--- config.mk ---
export PLATFORM = sky130hd
export DESIGN_NAME = uart_regbank
export DESIGN_NICKNAME = d
export VERILOG_FILES = /design/src/rtl/uart_regbank.sv
export SDC_FILE = /design/constraint.sdc
export NUM_CORES = 1
export LEC_CHECK = 0
export BUFFER_PORTS_ARGS = -buffer_cell sky130_fd_sc_hd__buf_4
export CAP_MARGIN = 20
export CELL_PAD_IN_SITES_DETAIL_PLACEMENT = 1
export CELL_PAD_IN_SITES_GLOBAL_PLACEMENT = 2
export CORE_ASPECT_RATIO = 0.6
export CORE_UTILIZATION = 39
export DETAILED_ROUTE_END_ITERATION = 16
export PLACE_DENSITY_LB_ADDON = 0.1
export SYNTH_ARGS = -nofsm -noshare
export SYNTH_HDL_FRONTEND = slang
export SYNTH_SLANG_ARGS = --single-unit
--- constraint.sdc ---
create_clock -name clk -period 9.33 [get_ports clk]
set_clock_uncertainty 0.2 [all_clocks]
set_input_delay 0.933 -clock clk [delete_from_list [all_inputs] [get_ports clk]]
set_output_delay 0.933 -clock clk [all_outputs]
set_load 0.05 [all_outputs]
--- src/rtl/uart_regbank.sv ---
// uart_regbank: serial-controlled bank of NUM_REGS byte registers (single and burst access).
// Define UART_REGBANK_ACK_EN to send an ack byte (0xA5 ok / 0xEE error) after write commands.

module uart_rx #(
    parameter int unsigned BIT_RATE = 9600,
    parameter int unsigned CLK_HZ   = 100000000
) (
    input  logic       clk,
    input  logic       resetn,
    input  logic       uart_rxd,
    output logic       uart_rx_break,
    output logic       uart_rx_valid,
    output logic [7:0] uart_rx_data
);
    localparam int unsigned Cpb = CLK_HZ / BIT_RATE;
    localparam int unsigned CW  = $clog2(Cpb + 1);

    typedef enum logic [2:0] {RxIdle, RxStart, RxData, RxStop, RxBreak} rx_state_e;

    rx_state_e     state_q;
    logic [1:0]    sync_q;
    logic [CW-1:0] cnt_q;
    logic [2:0]    bit_q;
    logic [7:0]    shift_q;

    always_ff @(posedge clk or negedge resetn) begin
        if (!resetn) begin
            state_q       <= RxIdle;
            sync_q        <= 2'b11;
            cnt_q         <= '0;
            bit_q         <= '0;
            shift_q       <= '0;
            uart_rx_valid <= 1'b0;
            uart_rx_break <= 1'b0;
            uart_rx_data  <= '0;
        end else begin
            sync_q        <= {sync_q[0], uart_rxd};
            uart_rx_valid <= 1'b0;
            uart_rx_break <= 1'b0;
            cnt_q         <= cnt_q + CW'(1);
            case (state_q)
                RxIdle: begin
                    cnt_q <= '0;
                    if (!sync_q[1]) state_q <= RxStart;
                end
                // Re-check the start bit at its midpoint to reject glitches.
                RxStart: if (cnt_q == CW'(Cpb / 2 - 1)) begin
                    cnt_q   <= '0;
                    bit_q   <= '0;
                    state_q <= sync_q[1] ? RxIdle : RxData;
                end
                RxData: if (cnt_q == CW'(Cpb - 1)) begin
                    cnt_q   <= '0;
                    shift_q <= {sync_q[1], shift_q[7:1]};
                    bit_q   <= bit_q + 3'd1;
                    if (bit_q == 3'd7) state_q <= RxStop;
                end
                RxStop: if (cnt_q == CW'(Cpb - 1)) begin
                    cnt_q <= '0;
                    if (sync_q[1]) begin
                        uart_rx_valid <= 1'b1;
                        uart_rx_data  <= shift_q;
                        state_q       <= RxIdle;
                    end else begin
                        uart_rx_break <= (shift_q == 8'd0);
                        state_q       <= RxBreak;
                    end
                end
                RxBreak: if (sync_q[1]) state_q <= RxIdle;
                default: state_q <= RxIdle;
            endcase
        end
    end
endmodule

module uart_tx #(
    parameter int unsigned BIT_RATE = 9600,
    parameter int unsigned CLK_HZ   = 100000000
) (
    input  logic       clk,
    input  logic       resetn,
    output logic       uart_txd,
    output logic       uart_tx_busy,
    input  logic       uart_tx_en,
    input  logic [7:0] uart_tx_data
);
    localparam int unsigned Cpb = CLK_HZ / BIT_RATE;
    localparam int unsigned CW  = $clog2(Cpb + 1);

    logic [CW-1:0] cnt_q;
    logic [3:0]    bit_q;
    logic [8:0]    shift_q;

    always_ff @(posedge clk or negedge resetn) begin
        if (!resetn) begin
            uart_txd     <= 1'b1;
            uart_tx_busy <= 1'b0;
            cnt_q        <= '0;
            bit_q        <= '0;
            shift_q      <= '0;
        end else if (!uart_tx_busy) begin
            if (uart_tx_en) begin
                uart_tx_busy <= 1'b1;
                uart_txd     <= 1'b0;
                shift_q      <= {1'b1, uart_tx_data};
                cnt_q        <= '0;
                bit_q        <= '0;
            end
        end else if (cnt_q == CW'(Cpb - 1)) begin
            cnt_q <= '0;
            // bit_q counts bit periods already completed; 9 means the stop bit is done.
            if (bit_q == 4'd9) begin
                uart_tx_busy <= 1'b0;
            end else begin
                uart_txd <= shift_q[0];
                shift_q  <= {1'b1, shift_q[8:1]};
                bit_q    <= bit_q + 4'd1;
            end
        end else begin
            cnt_q <= cnt_q + CW'(1);
        end
    end
endmodule

module uart_regbank #(
    parameter int unsigned BIT_RATE       = 9600,
    parameter int unsigned CLK_HZ         = 100000000,
    parameter int unsigned NUM_REGS       = 16,
    parameter int unsigned TIMEOUT_CYCLES = 1000000
) (
    input  logic                  clk,
    input  logic                  reset,
    input  logic                  uart_rxd,
    output logic                  uart_txd,
    output logic [NUM_REGS*8-1:0] reg_out,
    output logic                  busy,
    output logic                  cmd_err
);
    localparam int unsigned TW = $clog2(TIMEOUT_CYCLES + 1);

    typedef enum logic [3:0] {
        StIdle, StWrData, StBwCount, StBwData, StBrCount, StRdSend, StRdWait
`ifdef UART_REGBANK_ACK_EN
        , StAckSend, StAckWait
`endif
    } state_e;

    logic          resetn;
    logic          rx_valid, rx_break, tx_busy;
    logic [7:0]    rx_data;
    state_e        state_q, wr_done;
    logic [4:0]    addr_q, addr_inc;
    logic [7:0]    cnt_q, rd_byte;
    logic [TW-1:0] to_q;
    logic          seen_q, brk_q, tx_en_q, cmd_err_q;
    logic [7:0]    tx_data_q;
    logic [7:0]    regs_q [NUM_REGS];
    logic          addr_ok, to_run, to_abort, in_wait, wr_en, rd_fire, set_err;
`ifdef UART_REGBANK_ACK_EN
    logic          err_cmd_q;
`endif

    assign resetn  = ~reset;
    assign busy    = (state_q != StIdle);
    assign cmd_err = cmd_err_q;

    for (genvar k = 0; k < NUM_REGS; k++) begin : g_out
        assign reg_out[8*k +: 8] = regs_q[k];
    end

    uart_rx #(.BIT_RATE(BIT_RATE), .CLK_HZ(CLK_HZ)) u_rx (
        .clk          (clk),
        .resetn       (resetn),
        .uart_rxd     (uart_rxd),
        .uart_rx_break(rx_break),
        .uart_rx_valid(rx_valid),
        .uart_rx_data (rx_data)
    );

    uart_tx #(.BIT_RATE(BIT_RATE), .CLK_HZ(CLK_HZ)) u_tx (
        .clk         (clk),
        .resetn      (resetn),
        .uart_txd    (uart_txd),
        .uart_tx_busy(tx_busy),
        .uart_tx_en  (tx_en_q),
        .uart_tx_data(tx_data_q)
    );

    always_comb begin
        addr_ok  = {1'b0, addr_q} < 6'(NUM_REGS);
        addr_inc = 5'((6'(addr_q) + 6'd1) % 6'(NUM_REGS));
        rd_byte  = '0;
        for (int k = 0; k < NUM_REGS; k++) begin
            if (addr_q == 5'(k)) rd_byte = regs_q[k];
        end
        to_run   = (state_q == StWrData) || (state_q == StBwCount) ||
                   (state_q == StBwData) || (state_q == StBrCount);
        to_abort = to_run && (to_q == TW'(TIMEOUT_CYCLES)) && !rx_valid && !rx_break;
        wr_en    = rx_valid && ((state_q == StWrData) || (state_q == StBwData));
        rd_fire  = (state_q == StRdSend) && !tx_busy && !rx_break;
        set_err  = ((wr_en || rd_fire) && !addr_ok) || to_abort;
`ifdef UART_REGBANK_ACK_EN
        in_wait  = (state_q == StRdWait) || (state_q == StAckWait);
        wr_done  = StAckSend;
`else
        in_wait  = (state_q == StRdWait);
        wr_done  = StIdle;
`endif
    end

    always_ff @(posedge clk or posedge reset) begin
        if (reset) begin
            state_q   <= StIdle;
            addr_q    <= '0;
            cnt_q     <= '0;
            to_q      <= '0;
            seen_q    <= 1'b0;
            brk_q     <= 1'b0;
            tx_en_q   <= 1'b0;
            tx_data_q <= '0;
            cmd_err_q <= 1'b0;
            for (int k = 0; k < NUM_REGS; k++) regs_q[k] <= '0;
`ifdef UART_REGBANK_ACK_EN
            err_cmd_q <= 1'b0;
`endif
        end else begin
            tx_en_q <= 1'b0;
            if (rx_valid || state_q == StIdle) to_q <= '0;
            else if (to_run) to_q <= to_q + TW'(1);
            if (wr_en) begin
                for (int k = 0; k < NUM_REGS; k++) begin
                    if (addr_q == 5'(k)) regs_q[k] <= rx_data;
                end
            end
            if (set_err) cmd_err_q <= 1'b1;
`ifdef UART_REGBANK_ACK_EN
            if (state_q == StIdle) err_cmd_q <= 1'b0;
            else if (set_err) err_cmd_q <= 1'b1;
`endif
            if (rx_break && !in_wait) begin
                state_q <= StIdle;
            end else if (to_abort) begin
                state_q <= (state_q == StBrCount) ? StIdle : wr_done;
            end else begin
                case (state_q)
                    StIdle: if (rx_valid) begin
                        addr_q <= rx_data[4:0];
                        case (rx_data[7:5])
                            3'b010: state_q <= StWrData;
                            3'b011: begin
                                cnt_q   <= 8'd1;
                                state_q <= StRdSend;
                            end
                            3'b100: state_q <= StBwCount;
                            3'b101: state_q <= StBrCount;
                            3'b111: cmd_err_q <= 1'b0;
                            default: cmd_err_q <= 1'b1;
                        endcase
                    end
                    StWrData: if (rx_valid) state_q <= wr_done;
                    StBwCount: if (rx_valid) begin
                        cnt_q   <= rx_data;
                        state_q <= (rx_data == 8'd0) ? StIdle : StBwData;
                    end
                    StBwData: if (rx_valid) begin
                        addr_q <= addr_inc;
                        cnt_q  <= cnt_q - 8'd1;
                        if (cnt_q == 8'd1) state_q <= wr_done;
                    end
                    StBrCount: if (rx_valid) begin
                        cnt_q   <= rx_data;
                        state_q <= (rx_data == 8'd0) ? StIdle : StRdSend;
                    end
                    StRdSend: if (rd_fire) begin
                        tx_en_q   <= 1'b1;
                        tx_data_q <= rd_byte;
                        seen_q    <= 1'b0;
                        brk_q     <= 1'b0;
                        state_q   <= StRdWait;
                    end
                    // A break here is remembered so the frame in flight completes first.
                    StRdWait: begin
                        if (rx_break) brk_q <= 1'b1;
                        if (tx_busy) begin
                            seen_q <= 1'b1;
                        end else if (seen_q) begin
                            cnt_q   <= cnt_q - 8'd1;
                            addr_q  <= addr_inc;
                            state_q <= (brk_q || rx_break || cnt_q == 8'd1) ? StIdle : StRdSend;
                        end
                    end
`ifdef UART_REGBANK_ACK_EN
                    StAckSend: if (!tx_busy) begin
                        tx_en_q   <= 1'b1;
                        tx_data_q <= err_cmd_q ? 8'hEE : 8'hA5;
                        seen_q    <= 1'b0;
                        state_q   <= StAckWait;
                    end
                    StAckWait: begin
                        if (tx_busy) seen_q <= 1'b1;
                        else if (seen_q) state_q <= StIdle;
                    end
`endif
                    default: state_q <= StIdle;
                endcase
            end
        end
    end
endmodule

======== Word level (Yosys, flattened, before mapping) ========
Index checks and enable logic that the tools add are counted.
word-level totals
  bits in registers ....................... 246
operators by class
  $add $sub $neg .......................... 7
  $lt $le $gt $ge ......................... 1
  eq/ne operators ......................... 64
  multiplexer cells ....................... 101
  bitwise operators ....................... 2
  reduce and logical (&&, ||, !) cells .... 64
operators with widths
  operator                                                                  count
  8-bit 2-to-1 mux                                                          22
  14-bit 2-to-1 mux                                                         5
  4-bit 2-to-1 mux                                                          15
  14-bit one-hot mux with 3 select lines                                    1
  5-bit by 4-bit == test with 1-bit output (second input constant)          8
  20-bit 2-to-1 mux                                                         2
  9-bit 2-to-1 mux                                                          4
  2-bit AND reduction                                                       17
  3-bit 2-to-1 mux                                                          11
  8-bit one-hot mux with 4 select lines                                     1
  14-bit by 1-bit adder with 14-bit output (second input constant)          2
  14-bit == test (second input constant)                                    2
  4-bit one-hot mux with 7 select lines                                     1
  1-bit 2-to-1 mux                                                          26
  2-bit by 1-bit inequality test with 1-bit output (second input constant)  11
  20-bit by 1-bit adder with 20-bit output (second input constant)          1
  20-bit == test (second input constant)                                    1
  5-bit by 3-bit == test with 1-bit output (second input constant)          4
  5-bit 2-to-1 mux                                                          4
  4-bit by 2-bit inequality test with 1-bit output (second input constant)  5
  8-bit zero test                                                           2
  4-bit one-hot mux with 4 select lines                                     1
  3-bit == test (second input constant)                                     5
  3-bit one-hot mux with 5 select lines                                     1
  41 further kinds                                                          87

======== Longest topological paths before layout ========
Gate-level depths: netlist of run 1.
  word-level depth ........................ 17
  gate-level depth with buffers ........... 10
  mapped depth without buffers ............ 7

======== Cells and area by module ========
A second synthesis of run 1 with hierarchy kept.
unflattened totals
  cells, all modules ...................... 1226
  area, all modules ....................... 12852.3 um2
by module, submodules not included
  module        times used  cells each  area an instance (um2)  sequential area each (um2)
  uart_regbank  1           888         9288.9                  4404.2
  uart_rx       1           160         1873.0                  1003.5
  uart_tx       1           178         1690.4                  726.9

======== Worst setup path after synthesis of run 1 ========
Ideal clock, no wire load.
  path type ............................... register to register
  start point ............................. reg addr_q[0]
  end point ............................... reg regs_q, in the netlist reg_out[112]
  setup time .............................. 0.125 ns
  arrival ................................. 2.102 ns
  required time ........................... 9.005 ns
  setup slack ............................. 6.904 ns
  cell stages (with the launch flop) ...... 9
  buffers on the path ..................... 3
  cells stage by stage .................... dfrtp_1 -> inv_1 -> ha_1 -> buf_2 -> buf_2 -> buf_1 -> nand2_1 -> nor2_2 -> mux2_2
on the way
  word-level cells in the longest chain between the ends .. 2
ends and longest elaborated chain
  element                                   RTL line  source
  start, declared                           152       logic [4:0] addr_q, addr_inc;
  start signal, assigned                    247       addr_q <= rx_data[4:0];
  start signal, assigned                    266       addr_q <= addr_inc;
  start signal, assigned                    288       addr_q <= addr_inc;
  5-bit by 4-bit == test with 1-bit output  232       if (addr_q == 5'(k)) regs_q[k] <= rx_data;
  2-bit AND reduction (no line)             -
  end signal, assigned by index             232
  end, declared                             157       logic [7:0] regs_q [NUM_REGS];
Every way passes these cells.
A chain may end at the register's enable or synchronous reset.

======== Worst setup path in the final report of run 1 ========
  start point ............................. reg addr_q[0]
  end point ............................... reg tx_data_q[2]
on the way
  word-level cells in the longest chain between the ends .. 17
  elaborated cells on any way between the ends .. 32
ends and longest elaborated chain
  element                         RTL line  source
  5-bit zero test                 194       if (addr_q == 5'(k)) rd_byte = regs_q[k];
  8-bit 2-to-1 mux (15 in a row)  194
  8-bit 2-to-1 mux *              194
  end signal, assigned            276       tx_data_q <= rd_byte;
  end, declared                   156       logic [7:0] tx_data_q;
Mark *: on every way between the ends. The rest lies on a longest branch, timed or not.

==> metrics.txt, run 1 <==
Slowest cell on crit path=a211oi_1; initial antenna violation count=0; vias per inst=~6; number of top-level pins=134; Routed WL=41780 um; kind of launch point of the worst setup path=flip-flop; Setup TNS=0 ps; FF+latch count, synth=roughly 250; Synth Net Count=between 1000 and 1500; ordered list of cells on the worst path=inv_1, ha_2, buf_4, clkinv_1, a31oi_1, o21ai_0, a211oi_1, o21ai_1; max-capacitance violation count=0; leakage power=approximately 6.9 nW; Slew @ Worst Pin=973.3 ps; First DRT Iteration DRCs=around 700; most frequent cells in the layout=242 x dfrtp_1, 152 x buf_4, 141 x mux2_2; post-detailed-route count of antenna-violating nets=0; instance area at placement=14080 um^2; fraction of final layout cells with drive strength greater than 1=0.2835; worst slack after detailed placement=between 6000 and 7000 ps; Internal Power=between 0.0015 and 0.002 W; maximum level of the CTS H-tree=1; number of hold buffers added after CTS=0; Clock Sinks=245; DR vias=10370; worst setup path class=flip-flop to flip-flop; layout overhead on the synthesized area=17.56%; overall die area=~33000 um^2; cts bufs inserted=25; Flop pwr share=0.485; most common library cell in the layout ignoring fill and taps=dfrtp_1; Final Cycle Share=0.3696; drt wl/cell=23.74 um; ys async rst share=1.000; CP Data Required Time=9520 ps; cell row count=50; Power, Total=0.002192 W; logic gate share of total power=0.011; Chip Height=between 100 and 150 um; total inserted antenna cells=0; root buffer cell=clkbuf_16; total routing usage reported by global routing=0.2530; number of global-route vias before repair=10480; EDFF count, synth=0; DPL Wire Length=29090 um; Resized Gates After CTS=0; clk_lat worst skew=between 500 and 600 ps; final worst slack=slightly below 6000 ps; number of setup buffers added after CTS=0; Detailed Routing Iterations Pass 1=5; synthesized area=12740 um^2; Horiz. Die Dim=235.3 um; worst max-slew margin expressed relative to the limit=0.3472; sequential fraction of the synthesis area=0.4816; hold_ws=156.2 ps; outcome=finished, final reports clean; largest fanout of any net on the critical path=46; final hold violation count=0; Largest stage delay, worst path=800 ps; register clock-pin slew on the reported worst setup and hold paths=70 ps; starting density of the core=0.4024; CTS tree=done; CP endpoint kind=flip-flop; reported net switching power=0.0004829 W; number of library cell types mapped by synthesis=91; area of all placed cells without fillers=around 15000 um^2; part of the total power dissipated in the clock network=0.504; PD cells=about 150 nW/um^2; arrival time at the worst endpoint=3640 ps; maximum buffer depth of the clock tree=3; gpl congestion=0.8763; global-route wire length before repair=around 65000 um; core area=31660 um^2; number of input and output port buffers inserted=133; RSZ-0062 raised after global routing=no; final-report setup violation count=0; syn_area_per_cell=10.41 um^2; achievable clock frequency=290.0 MHz; count of unresolved DRC violations after routing=0; most instantiated flip-flop cell in the synthesis netlist=dfrtp_1; warnings from Yosys=0; worst min-delay path category=flip-flop to flip-flop; largest voltage drop on the vdd net=0.0001246 V; Sw Share=0.2203; pin count of the biggest net entering global routing=approximately 140; Post-layout nets=1342; crit path time final=3448 ps; total gr overflow=0; cell count after synthesis=1224; pins over their slew limit=0
==> synth_stat cells (all sizes together), types with 6 or more instances <==
cell / number / area (um^2)
a21oi: 61 / 320.3
a22o: 6 / 52.55
clkbuf: 44 / 165.2
nand4: 12 / 81.33
buf: 36 / 186.4
o21ai: 73 / 369.1
dfrtp: 242 / 6056
mux2i: 13 / 130.1
nor2b: 22 / 137.6
xor2: 15 / 131.4
a211o: 7 / 61.31
a2bb2oi: 6 / 52.55
nand3b: 12 / 90.09
nand2: 69 / 259.0
a31oi: 15 / 93.84
ha: 14 / 175.2
a221oi: 15 / 137.6
and3: 7 / 43.79
nand3: 36 / 190.2
inv: 36 / 135.1
and4: 8 / 70.07
a211oi: 12 / 100.1
o31ai: 13 / 102.6
nor3b: 6 / 55.05
nor3: 28 / 145.1
nor2: 110 / 430.4
nand2b: 17 / 106.4
o221ai: 6 / 52.55
nor4: 19 / 125.1
mux2: 142 / 1603
xnor2: 17 / 148.9
or3: 8 / 55.05
==> worst paths after layout <==
check | slack, ps | cells past startpoint | start | to
min in group asynchronous | 280 | 2 | reset | reg_out[65]
worst min-delay path | 160 | 0 | u_rx.sync_q[0] | u_rx.sync_q[1]
max in group asynchronous | 7350 | 3 | reset | addr_q[3]
worst max register to register | 5880 | 8 | addr_q[0] | tx_data_q[2]
worst max-delay path | 5880 | 8 | addr_q[0] | tx_data_q[2]
worst min register to register | 160 | 0 | u_rx.sync_q[0] | u_rx.sync_q[1]
==> worst max-delay path: cells and delay by family (launching register included) <==
kind / cells / cell delay [ps]
flops: 1 / 420
fa+ha+maj: 1 / 180
compound gates: 4 / 1390
buf+inv: 3 / 1080
==> registers in the layout, summed over array words and instances, names as in the netlist, 4 cells and up <==
signal / count
addr_q: 5
u_tx.shift_q: 9
to_q: 20
u_rx.uart_rx_data: 8
u_tx.bit_q: 4
u_rx.shift_q: 8
u_tx.cnt_q: 14
cnt_q: 8
reg_out: 128
tx_data_q: 8
u_rx.cnt_q: 14
==> layer usage <==
| layer | wire [um] | up-vias | global-route usage | part of all wire |
|---|---|---|---|---|
| met3 | 2512 | 57 | 0.05469 | 0.060 |
| met4 | 833 | 0 | 0.05882 | 0.020 |
| li1 | - | 4672 | - | - |
| met1 | 21380 | 5367 | 0.3947 | 0.51 |
| met2 | 17060 | 275 | 0.3512 | 0.41 |
| met5 | 0 | - | 0 | 0 |
==> final cells by class <==
type / instances / area (um^2)
flip-flops and latches: 245 / 6135
well taps: 416 / 520.5
repair buffers: 154 / 1166
clock buffers: 32 / 701.9
clock inverters: 14 / 181.4
multi-input cells: 861 / 6120
inverters: 38 / 150.1
fillers: 3483 / 16680
==> logic make-up (layout without fill, tap and decap cells) <==
logic type | count (synthesis) | count (layout) | share of synthesized area
buf+inv | 118 | 238 | 0.03880
compound gates | 270 | 270 | 0.1427
flops | 245 | 245 | 0.4816
simple gates | 390 | 390 | 0.1650
fa+ha+maj | 14 | 14 | 0.01375
xor+xnor | 32 | 32 | 0.02200
mux | 155 | 155 | 0.1361
==> power by group through the flow <==
stage / Clock, W / Combinational (W) / Sequential (W)
floorplan: 0 / 0.0000161 / 0.00108
global placement: 0 / 0.0000252 / 0.00108
detailed placement: 0 / 0.0000253 / 0.00108
CTS: 0.00113 / 0.0000256 / 0.00106
global route: 0.00117 / 0.0000283 / 0.00106
finish: 0.00111 / 0.0000235 / 0.00106
==> through the flow <==
stage,instances,utilization
after global placement,1712,0.4447
final,1760,0.4730
after detailed placement,1712,0.4447
after global routing,1760,0.4730
after CTS,1758,0.4726
after floorplan,1224,-
(Power assumes the default switching activity.)
==> run 2: changes to the inputs <==
--- a/config.mk
+++ b/config.mk
@@ -10,7 +10,7 @@
 export CELL_PAD_IN_SITES_DETAIL_PLACEMENT = 1
 export CELL_PAD_IN_SITES_GLOBAL_PLACEMENT = 2
 export CORE_ASPECT_RATIO = 0.6
-export CORE_UTILIZATION = 39
+export CORE_UTILIZATION = 35
 export DETAILED_ROUTE_END_ITERATION = 16
 export PLACE_DENSITY_LB_ADDON = 0.1
 export SYNTH_ARGS = -nofsm -noshare
==> constraint.sdc (replaced) <==
create_clock -name clk -period 2.8 [get_ports clk]
set_clock_uncertainty 0.2 [all_clocks]
set_input_delay 0.28 -clock clk [delete_from_list [all_inputs] [get_ports clk]]
set_output_delay 0.28 -clock clk [all_outputs]
set_load 0.05 [all_outputs]
==> run 2 against run 1 <==
Against the previous run:
- routed wire length increased by 4.8%
- worst hold slack got worse by 38 ps
- register-to-register slack got worse by 5800 ps
- maximum frequency is 28% higher
- sequential power grew to 3.3 times the previous value
- clock-buffer cell count rose by 7
- first-iteration DRC count grew 3.9%
- total power rose to 3.2 times the previous value
- core utilization is 3.4 points lower
- largest power group is now sequential cells
- highest routed layer unchanged
- largest cell class is now multi-input gates
==> metrics.txt, run 2 (synthesized netlist as in run 1, its figures left out) <==
Routed WL=43800 um (+4.8%); Reg-to-Reg End=tx_data_q[2]; area of all placed cells without fillers=15550 um^2 (+3.9%); fraction of final layout cells with drive strength greater than 1=0.3194 (+0.03589); total routing usage reported by global routing=0.2400 (-0.01299); Clock Sinks=245 (unchanged); maximum buffer depth of the clock tree=3 (unchanged); final hold violation count=0 (unchanged); R2R depth=7 (-1); core area=35410 um^2 (+12%); Post-layout nets=1407 (+4.8%); maximum level of the CTS H-tree=1 (unchanged); PD cells=455.7 nW/um^2 (+210%); DPL Wire Length=32160 um (+11%); Detailed Routing Iterations Pass 1=5 (unchanged); CTS tree=done; number of setup buffers added after CTS=0 (unchanged); most common library cell in the layout ignoring fill and taps=dfrtp_1; cell row count=53 (+6.0%); achievable clock frequency=372.3 MHz (+28%); worst min-delay path category=input port to async pin; Chip Height=149.8 um (+5.5%); pins over their slew limit=0 (unchanged); number of top-level pins=134 (unchanged); Fillers=3931 (+13%); CP Data Required Time=3020 ps (-6500 ps); outcome=finished, final reports clean; number of input and output port buffers inserted=133 (unchanged); delay-heaviest family, CP=simple AND/OR/NAND/NOR gates; DR vias=10490 (+1.2%); crit path time final=2686 ps (-761.6 ps); largest fanout of any net on the critical path=16 (-65%); gpl congestion=0.9265 (+5.7%); kind of launch point of the worst setup path=flip-flop; starting density of the core=0.3597 (-0.04268); Max Used Layer=met4; max FFs per register=128 (unchanged); met2 WL=17520 um (+2.7%); Slowest cell on crit path=dfrtp_1; Horiz. Die Dim=248.3 um (+5.5%); worst max-slew margin expressed relative to the limit=0.5332 (+0.1860); most frequent cells in the layout=241 x dfrtp_1, 213 x buf_4, 141 x mux2_2; Slew @ Worst Pin=693.7 ps (-279.5 ps); overall die area=37180 um^2 (+11%); share of the core filled with cells in the final layout=0.4392 (-0.03389); RSZ-0062 raised after global routing=no; instance area at placement=14630 um^2 (+3.9%); final worst slack=113.7 ps (-5768 ps); max-capacitance violation count=0 (unchanged); Largest stage delay, worst path=490 ps (-310 ps); count of unresolved DRC violations after routing=0 (unchanged); largest voltage drop on the vdd net=0.0004179 V (+240%); root buffer cell=clkbuf_16; wire length the detailed router placed on met1=22870 um (+7.0%); pin count of the biggest net entering global routing=87 (-39%); Bufs and invs on worst path=2 (-1); total gr overflow=0 (unchanged); cts bufs inserted=26 (+4.0%); First DRT Iteration DRCs=745 (+3.9%); initial antenna violation count=1 (+1); leakage power=7.164 nW (+4.2%); vias per inst=5.593 (-5.1%); worst setup path class=flip-flop to flip-flop; worst slack after detailed placement=-127.7 ps (-6195 ps); drt wl/cell=23.35 um (-1.6%); ordered list of cells on the worst path=buf_4, or3b_1, buf_4, nor3_1, a2111oi_4, a221oi_2, o21ai_1; launch point of the worst reg-to-reg path=addr_q[2]; global-route wire length before repair=67900 um (+4.1%); clk_lat worst skew=560 ps (about the same); total met3 wirelength after detailed routing=2629 um (+4.7%); CP endpoint kind=flip-flop; Register-to-Register Setup Slack=110 ps (-5770 ps); most used cell, CP=buf_4; layout overhead on the synthesized area=22.09%; arrival time at the worst endpoint=2910 ps (-730 ps); final-report setup violation count=0 (unchanged); Final Cycle Share=0.9594 (+0.5898); number of global-route vias before repair=10850 (+3.5%); total inserted antenna cells=0 (unchanged); post-detailed-route count of antenna-violating nets=0 (unchanged); register clock-pin slew on the reported worst setup and hold paths=60 ps (about the same)
==> run 2: cell count changes in the layout (fill, tap and decap cells not counted), sizes merged <==
cell,delta
buf,+62
clkbuf,+7
bufinv,-4
inv,-3
clkinvlp,+2
dlygate4sd3,+2
clkinv,-1
==> run 2: through the flow <==
step	instances	power, W	hold WS [ps]	setup TNS (ps)
2_1_floorplan	1224	0.003665	84.48	-216820
3_3_place_gp	1827	0.003702	135.8	-114.3
3_5_place_dp	1827	0.003703	144.4	-227.5
4_1_cts	1876	0.007190	106.5	0
5_1_grt	1876	0.007339	154.0	0
6_report	1876	0.007087	118.6	0
==> run 2: layout make-up <==
type                    count  area (um^2)  share of cell area
clock buffers              39        780.7             0.05021
clock inverters             8        57.56            0.003701
inverters                  38        146.4            0.009413
multi-input cells         861         6176              0.3971
flip-flops and latches    245         6136              0.3946
well taps                 467        584.3             0.03757
repair buffers            218         1670              0.1074
==> run 2: routing by layer <==
| layer | up-vias | track usage |
|---|---|---|
| li1 | 4821 | - |
| met1 | 5382 | 0.3846 |
| met2 | 236 | 0.3240 |
| met3 | 54 | 0.05237 |
| met4 | 0 | 0.04238 |
| met5 | - | 0 |
==> run 2: worst min-delay path: stages <==
cell	delay, ps
dlygate4sd3_1	540
buf_4	140
clkinvlp_4	330
==> run 2: how the worst max path moves through the flow <==
stage | start | end | cells past startpoint
after global placement | addr_q[0] | tx_data_q[2] | 9
after floorplan | reset | addr_q[0] | 1
final | addr_q[2] | tx_data_q[2] | 7
after CTS | addr_q[0] | tx_data_q[3] | 8
after global routing | addr_q[0] | tx_data_q[4] | 9
after detailed placement | addr_q[0] | tx_data_q[1] | 9
==> run 2: power by group <==
part           leakage [nW]   total, W  switching (W)  internal [W]
sequential             3.40    0.00354     0.00000156       0.00354
clock                 0.414    0.00345        0.00152       0.00193
combinational          3.35  0.0000881      0.0000751     0.0000130
==> run 2: repair_timing <==
action	4_1_cts	5_1_grt
gates resized for setup	6	11
endpoints found under the hold margin	15	0
pin swaps	0	1
endpoints found under the setup margin	2	8
cloned	0	0
hold buffers	2	0
